File: config.mk
export PLATFORM = sky130hd
export DESIGN_NAME = mem_access_unit
export DESIGN_NICKNAME = d
export VERILOG_FILES = /design/src/rtl/mem_pkg.sv /design/src/rtl/mem_lane_align.sv /design/src/rtl/mem_access_unit.sv
export SDC_FILE = /design/constraint.sdc
export NUM_CORES = 1
export LEC_CHECK = 0
export BUFFER_PORTS_ARGS = -buffer_cell sky130_fd_sc_hd__buf_2
export CORE_MARGIN = 5
export CORE_UTILIZATION = 51
export CTS_CLUSTER_SIZE = 8
export DETAILED_ROUTE_END_ITERATION = 10
export GPL_ROUTABILITY_DRIVEN = 0
export PLACE_DENSITY = 0.77
export SLEW_MARGIN = 10
export SYNTH_ARGS = -nofsm -noshare
export SYNTH_HDL_FRONTEND = slang
export SYNTH_HIERARCHICAL = 1
export SYNTH_SLANG_ARGS = --single-unit
File: constraint.sdc
create_clock -name clk -period 5.8 [get_ports clk]
set_input_delay 0.58 -clock clk [delete_from_list [all_inputs] [get_ports clk]]
set_output_delay 0.58 -clock clk [all_outputs]
set_load 0.02 [all_outputs]
File: src/rtl/mem_pkg.sv
// ============================================================================
// mem_pkg : shared funct3 codes, FSM states and alignment helper
// Revision: 1.0
// ============================================================================
`default_nettype none

package mem_pkg;

    localparam logic [2:0] F3_B  = 3'b000;
    localparam logic [2:0] F3_H  = 3'b001;
    localparam logic [2:0] F3_W  = 3'b010;
    localparam logic [2:0] F3_BU = 3'b100;
    localparam logic [2:0] F3_HU = 3'b101;

    typedef enum logic [1:0] {
        IDLE  = 2'd0,
        READ  = 2'd1,
        WRITE = 2'd2,
        RESP  = 2'd3
    } state_t;

    function automatic logic is_misaligned(input logic [2:0] funct3, input logic [1:0] offset);
        case (funct3[1:0])
            2'b01:   return offset[0];
            2'b10:   return offset != 2'b00;
            default: return 1'b0;
        endcase
    endfunction

endpackage

`default_nettype wire

File: src/rtl/mem_lane_align.sv
// ============================================================================
// mem_lane_align : little-endian load extract/extend and sub-word store merge
// Revision: 1.0
// ============================================================================
`default_nettype none

module mem_lane_align
    import mem_pkg::*;
(
    input  logic [31:0] word,
    input  logic [1:0]  offset,
    input  logic [2:0]  funct3,
    input  logic [31:0] wdata,
    output logic [31:0] ldata,
    output logic [31:0] merged
);

    logic [4:0]  shamt;
    logic [31:0] shifted;
    logic [31:0] mask;

    assign shamt   = {offset, 3'b000};
    assign shifted = word >> shamt;

    always_comb begin
        ldata = word;
        case (funct3)
            F3_B:    ldata = {{24{shifted[7]}}, shifted[7:0]};
            F3_H:    ldata = {{16{shifted[15]}}, shifted[15:0]};
            F3_BU:   ldata = {24'h0, shifted[7:0]};
            F3_HU:   ldata = {16'h0, shifted[15:0]};
            default: ldata = word;
        endcase
    end

    assign mask   = ((funct3[1:0] == 2'b00) ? 32'h0000_00FF : 32'h0000_FFFF) << shamt;
    assign merged = (word & ~mask) | ((wdata << shamt) & mask);

endmodule

`default_nettype wire

File: src/rtl/mem_access_unit.sv
// ============================================================================
// mem_access_unit : load/store initiator with read-modify-write sub-word stores
// Revision: 1.0
// ============================================================================
`default_nettype none

module mem_access_unit
    import mem_pkg::*;
#(
    parameter int MEM_BYTES = 40000
) (
    input  logic        clk,
    input  logic        rst,
    input  logic        req_valid,
    output logic        req_ready,
    input  logic        req_store,
    input  logic [2:0]  req_funct3,
    input  logic [31:0] req_addr,
    input  logic [31:0] req_wdata,
    output logic        resp_valid,
    input  logic        resp_ready,
    output logic [31:0] resp_rdata,
    output logic        resp_err,
    output logic [31:0] mem_addr,
    output logic [31:0] mem_write_data,
    output logic        mem_we,
    input  logic [31:0] mem_read_data
);

    state_t      state, state_next;
    logic        store_q;
    logic [2:0]  funct3_q;
    logic [1:0]  offset_q;
    logic [31:0] wdata_q;
    logic [32:0] size;
    logic [32:0] end_addr;
    logic        illegal;
    logic        req_err;
    logic        accept;
    logic [31:0] ldata;
    logic [31:0] merged;

    assign req_ready  = (state == IDLE);
    assign resp_valid = (state == RESP);
    assign mem_we     = (state == WRITE);
    assign accept     = req_valid & req_ready;

    always_comb begin
        case (req_funct3[1:0])
            2'b00:   size = 33'd1;
            2'b01:   size = 33'd2;
            default: size = 33'd4;
        endcase
    end

    // Store funct3 011 has no RV32I meaning, so it is rejected along with [2]=1.
    assign illegal  = req_store ? (req_funct3[2] | (req_funct3[1:0] == 2'b11))
                                : ((req_funct3[1:0] == 2'b11) | (req_funct3 == 3'b110));
    assign end_addr = {1'b0, req_addr} + size;
    assign req_err  = illegal | is_misaligned(req_funct3, req_addr[1:0])
                    | (end_addr > 33'(MEM_BYTES));

    mem_lane_align u_align (
        .word   (mem_read_data),
        .offset (offset_q),
        .funct3 (funct3_q),
        .wdata  (wdata_q),
        .ldata  (ldata),
        .merged (merged)
    );

    always_ff @(posedge clk or posedge rst) begin
        if (rst) state <= IDLE;
        else     state <= state_next;
    end

    always_comb begin
        state_next = state;
        case (state)
            IDLE: begin
                if (accept) begin
                    if (req_err)                           state_next = RESP;
                    else if (req_store && req_funct3 == F3_W) state_next = WRITE;
                    else                                   state_next = READ;
                end
            end
            READ:    state_next = store_q ? WRITE : RESP;
            WRITE:   state_next = RESP;
            RESP:    if (resp_ready) state_next = IDLE;
            default: state_next = IDLE;
        endcase
    end

    always_ff @(posedge clk or posedge rst) begin
        if (rst) begin
            store_q        <= 1'b0;
            funct3_q       <= 3'b000;
            offset_q       <= 2'b00;
            wdata_q        <= 32'h0;
            mem_addr       <= 32'h0;
            mem_write_data <= 32'h0;
            resp_rdata     <= 32'h0;
            resp_err       <= 1'b0;
        end else begin
            case (state)
                IDLE: begin
                    if (accept) begin
                        store_q    <= req_store;
                        funct3_q   <= req_funct3;
                        offset_q   <= req_addr[1:0];
                        wdata_q    <= req_wdata;
                        mem_addr   <= req_addr & ~32'h3;
                        resp_rdata <= 32'h0;
                        resp_err   <= req_err;
                        if (req_store && req_funct3 == F3_W) mem_write_data <= req_wdata;
                    end
                end
                READ: begin
                    if (store_q) mem_write_data <= merged;
                    else         resp_rdata     <= ldata;
                end
                default: ;
            endcase
        end
    end

endmodule

`default_nettype wire
* After elaboration in Yosys (flattened, before gate mapping)
Index checks and enable logic that the tools add are counted.
** Storage, ports and cells
- Register bits after elaboration :: 135
- Output and inout bits :: 100
- Logic and storage cells :: 68
** Operators by class
- $add $sub $neg :: 1
- Magnitude comparators :: 1
- Eq/ne operators :: 16
- Shift-type cells :: 3
- Multiplexer cells :: 18
- Bitwise logic cells :: 9
- Reduce and logical (&&, ||, !) cells :: 11
** Operators by type and width (number)
- $mux 32 :: 5
- $pmux 32 s2 :: 2
- $pmux 32 s4 :: 1
- $and 32x32->32 :: 2
- $shl 32x5->32 :: 2
- $add 32x33->33 :: 1
- $gt 33x16->1 const B :: 1
- $not 32->32 :: 1
- $or 32x32->32 :: 1
- $shr 32x5->16 :: 1
- $mux 16 :: 1
- $eq 3x3->1 const B :: 3
- $eq 2x2->1 const B :: 4
- $mux 2 :: 4
- $pmux 2 s4 :: 1
- $logic_not 2->1 :: 3
- $ne 2x1->1 const B :: 3
- $pmux 3 s2 :: 1
- $eq 2x1->1 const B :: 2
- $ne 2x2->1 const B :: 2
- $or 1x1->1 :: 4
- $reduce_and 2->1 :: 2
- $reduce_and 4->1 :: 1
- $reduce_bool 2->1 :: 2
- 8 further kinds :: 9

* Longest topological paths before layout
- Word-level depth :: 8
- Gate-level depth with buffers :: 12
- Mapped depth without buffers :: 12

* Modules after synthesis
Netlist, hierarchy kept.
** By module, submodules not included
- mem_access_unit :: instances 1, cells an instance 520, area each 6231.0 um2
- mem_lane_align :: instances 1, cells an instance 216, area each 1305.0 um2

* Least setup slack after synthesis
OpenSTA, ideal clock, no wires.
- Path kind :: input to register
- From :: input req_funct3[0]
- To :: register resp_err
- Data arrival time :: 2.793 ns
- Setup slack :: 2.883 ns
- Cell stages on the path :: 12
- Buffers on the path :: 0
- Cell sequence :: inv_1 ha_1 ha_1 fa_1 a21oi_2 nor3_2 nand3_1 xnor2_1 or4_1 o31ai_2 nand4_1 mux2_2
** On the way
- Cells in the longest elaborated chain, start to end :: 5
- Elaborated cells on any way between the ends :: 14
** Ends and longest elaborated chain
- start: declaration :: RTL line mem_access_unit.sv:17 : input logic [2:0] req_funct3,
- $eq 2x1->1, or another cell as far along :: RTL line mem_pkg.sv:23, mem_access_unit.sv:49
- $pmux 3 s2, or another cell as far along :: RTL line mem_access_unit.sv:49 : case (req_funct3[1:0])
- $add 32x33->33 or $mux 1 (tied branches) :: RTL line mem_access_unit.sv:59, mem_access_unit.sv:57
- $gt 33x16->1 or $or 1x1->1 (tied branches) :: RTL line mem_access_unit.sv:61, mem_access_unit.sv:60
- $or 1x1->1 (*) :: RTL line mem_access_unit.sv:61 : | (end_addr > 33'(MEM_BYTES));
- end signal: assignment :: RTL line mem_access_unit.sv:114 : resp_err <= req_err;
- end: declaration :: RTL line mem_access_unit.sv:23 : output logic resp_err,
Mark *: on every way between the ends. The rest lies on a longest branch, timed or not.
A chain may end at the register's enable or synchronous reset.

* Final worst setup path
Same ends and word-level chain as after synthesis.

==> results <==
- The slew at the pin closest to its max-slew limit is 1.083 ns.
- The final route contains roughly 6200 vias.
- Across all setup checks in the final design, the least slack found is 2.809 ns.
- The initial antenna violation count is 2.
- Measured in cells, the most critical reg-to-reg path has a length of 5.
- The pre-antenna-repair detailed-routing pass consisted of 5 iterations.
- From synthesis to final layout, the design area changed by 24.09%.
- After technology mapping, the gate count stands at a little over 700.
- The fraction of the cycle the final worst path needs is 51.56%.
- The element type at the critical path start is an input pin.
- The buffer cell driving the clock tree root is sky130_fd_sc_hd__clkbuf_16.
- After the first detailed-routing iteration, the DRC count stood at between 500 and 600.
- Max-cap violations in this run came to 0.
- Static timing analysis puts the maximum clock frequency at around 330 MHz.
- For the worst-skew pair, the clock arrives at the later sink with an insertion delay of roughly 0.42 ns.
- The number of standard cells in the layout, taps in and fillers out is roughly 1100.
- The wire length of the first global-routing pass is around 31000 um.
- The DRC violations left is 0.
- met2 is the most crowded layer.
- The largest fanout on the critical path is 8.
- After routing the design area is between 8000 and 9000 sq um.
- The via count of the first global-routing pass is a little under 6000.
- Final hold analysis gives a worst-case slack of 0.3647 ns.
- The number of gates resized after cts is 0.
- The max-slew violation count was 0.
- Cells fill between 60% and 70% of the core in the end.
- The overflow left after global routing is 0.
- The met3 track utilization from global routing is 6.053%.
- The hold violation total from the final report came to 0.
- Once the floorplan was initialized, standard cells occupied a little over half of the core.
- The startpoint identified for the worst register-to-register timing path is state[1].
- After clock tree synthesis, the flow added hold-fix buffers numbering 0.
- The clock net in this run drives a total of approximately 120 sinks.
- The maximum clock skew at final layout is 0.01411 ns.
- The clock tree from TritonCTS is yes.
- VDD sags by at most ~0.32 mV.
- The setup path with the least slack is of type in2reg.
- The power after layout is slightly above 5 mW.
- In the layout the commonest cells are 201 x sky130_fd_sc_hd__buf_2, 119 x sky130_fd_sc_hd__dfrtp_1, 73 x sky130_fd_sc_hd__nand2_1.
- In this run the critical register-to-register path is captured at resp_rdata[5].
- The global routing met1 resource utilization is between 30% and 40%.
- The remaining number of nets flagged by the antenna check after routing is 0.
- The arrival time of data at the critical path endpoint is around 3.3 ns.
- Detailed placement ended at an HPWL of about 15000 um.
- In this run the number of H-tree levels came out at 4.
- The share of final-layout standard cells stronger than drive strength 1 is 36.61%.
- After detailed routing, the average wire length per cell comes to about 19 um.
- The repair_antennas step left the layout with diodes totalling 0.
- The post-CTS setup repair buffer count is 0.
- The largest net degree at the start of global routing is ~70.
- After clock tree synthesis, the clock-pin slew on the worst setup and hold paths is 0.05 ns.
- The core footprint is 13300 sq um.
- The number of buffers added on ports is 201.
- 204 I/O pins were placed.
- In the global route stage, met2 resource usage came out at a little under two fifths.
- In this run the vertical extent of the chip is 126.8 um.
- Data on the critical path is required at its endpoint by around 6.1 ns.
- The leakage dissipation is ~4.1 nW.
- The setup TNS is 0 ns.
- The run finished with clean final reports.
- Wires add up to roughly 20000 um.
- The die is between 100 and 150 um wide.
- The power density relative to cell area is a little under 600 nW/um^2.
- Global routing used 24.67% of the available tracks.
- The die covers 16070 sq um.
- Buffers inserted during clock tree synthesis total 17.
- The worst setup slack after placement is roughly 2.5 ns.
- For flop-to-flop paths, the worst setup slack is 2.90 ns.
- The final layout net count is 1000.
- Setup repair after global routing left no endpoint under its margin.
- In this run the tightest slew margin relative to its limit is between 20 and 30%.
- The longest clock path from root to sink contains 2 buffers.
- Leaving out fill and tap cells, the most frequent cell in the layout is sky130_fd_sc_hd__buf_2.
- The total placed cells including tap cells is between 1000 and 1500.
- The path class of the tightest hold or removal check is in2async.
- The clock period could shrink to between 2 and 3 ns.
- The synthesized area divided by synthesized cell count is just under 10 sq um.
- The synthesis warning total is 6.
- The initialized floorplan defines 42 standard-cell rows.
- The placed instances occupy a cell area of 8006 sq um.
- The count of endpoints failing setup in the final report is 0.
- The total standard cell area after synthesis is 6955 sq um.
- The worst setup path is captured at a flip-flop.
- The detailed-route vias per instance is 5.799.
-- sequential cells by signal (all words and copies together), names as in the netlist --
register,flops
mem_write_data,32
resp_rdata,32
mem_addr,30
wdata_q,16
funct3_q,3
offset_q,2
state,2
resp_err,1
store_q,1
-- layer usage --
metal	part of all wire, %	up-vias
met1	44	2976
met4	2.2	4
met2	45	296
met3	8.6	44
li1	-	2896
met5	0.11	-
-- power by group --
group	total, mW	switching (mW)	internal (mW)
Clock	1.12	0.386	0.731
Sequential	1.47	0.262	1.21
Combinational	2.47	1.50	0.974
Total	5.06	2.15	2.91
-- worst max-delay path, cell delays in order --
cell and delay [ns]:
sky130_fd_sc_hd__buf_2 0.12, sky130_fd_sc_hd__inv_1 0.07, sky130_fd_sc_hd__ha_1 0.20, sky130_fd_sc_hd__ha_1 0.21, sky130_fd_sc_hd__fa_1 0.42, sky130_fd_sc_hd__a21oi_2 0.36
sky130_fd_sc_hd__nor3_2 0.12, sky130_fd_sc_hd__nand4_1 0.16, sky130_fd_sc_hd__mux2i_1 0.23, sky130_fd_sc_hd__a31oi_1 0.11, sky130_fd_sc_hd__and4bb_1 0.31, sky130_fd_sc_hd__nand4_1 0.12
sky130_fd_sc_hd__mux2_2 0.28
-- final cells by class --
class	count	area [sq um]
clock buffer	21	450.4
clock inverter	11	173.9
fill	1125	4664
inverter	12	47.55
multi-input combinational	526	3710
sequential	119	2978
tap	176	220.2
timing repair buffer	207	1051
-- worst max-delay path by stage --
stage | start | to | slack (ns) | depth (start not counted)
after floorplan | rst | funct3_q[0] | 2.06 | 1
after global placement | req_funct3[0] | resp_err | 2.55 | 13
after global routing | req_funct3[1] | resp_err | 2.72 | 13
final | req_funct3[0] | resp_err | 2.81 | 13
after detailed placement | req_funct3[1] | resp_err | 2.48 | 13
after CTS | state[1] | resp_rdata[26] | 2.86 | 5
(Power assumes the default switching activity.)
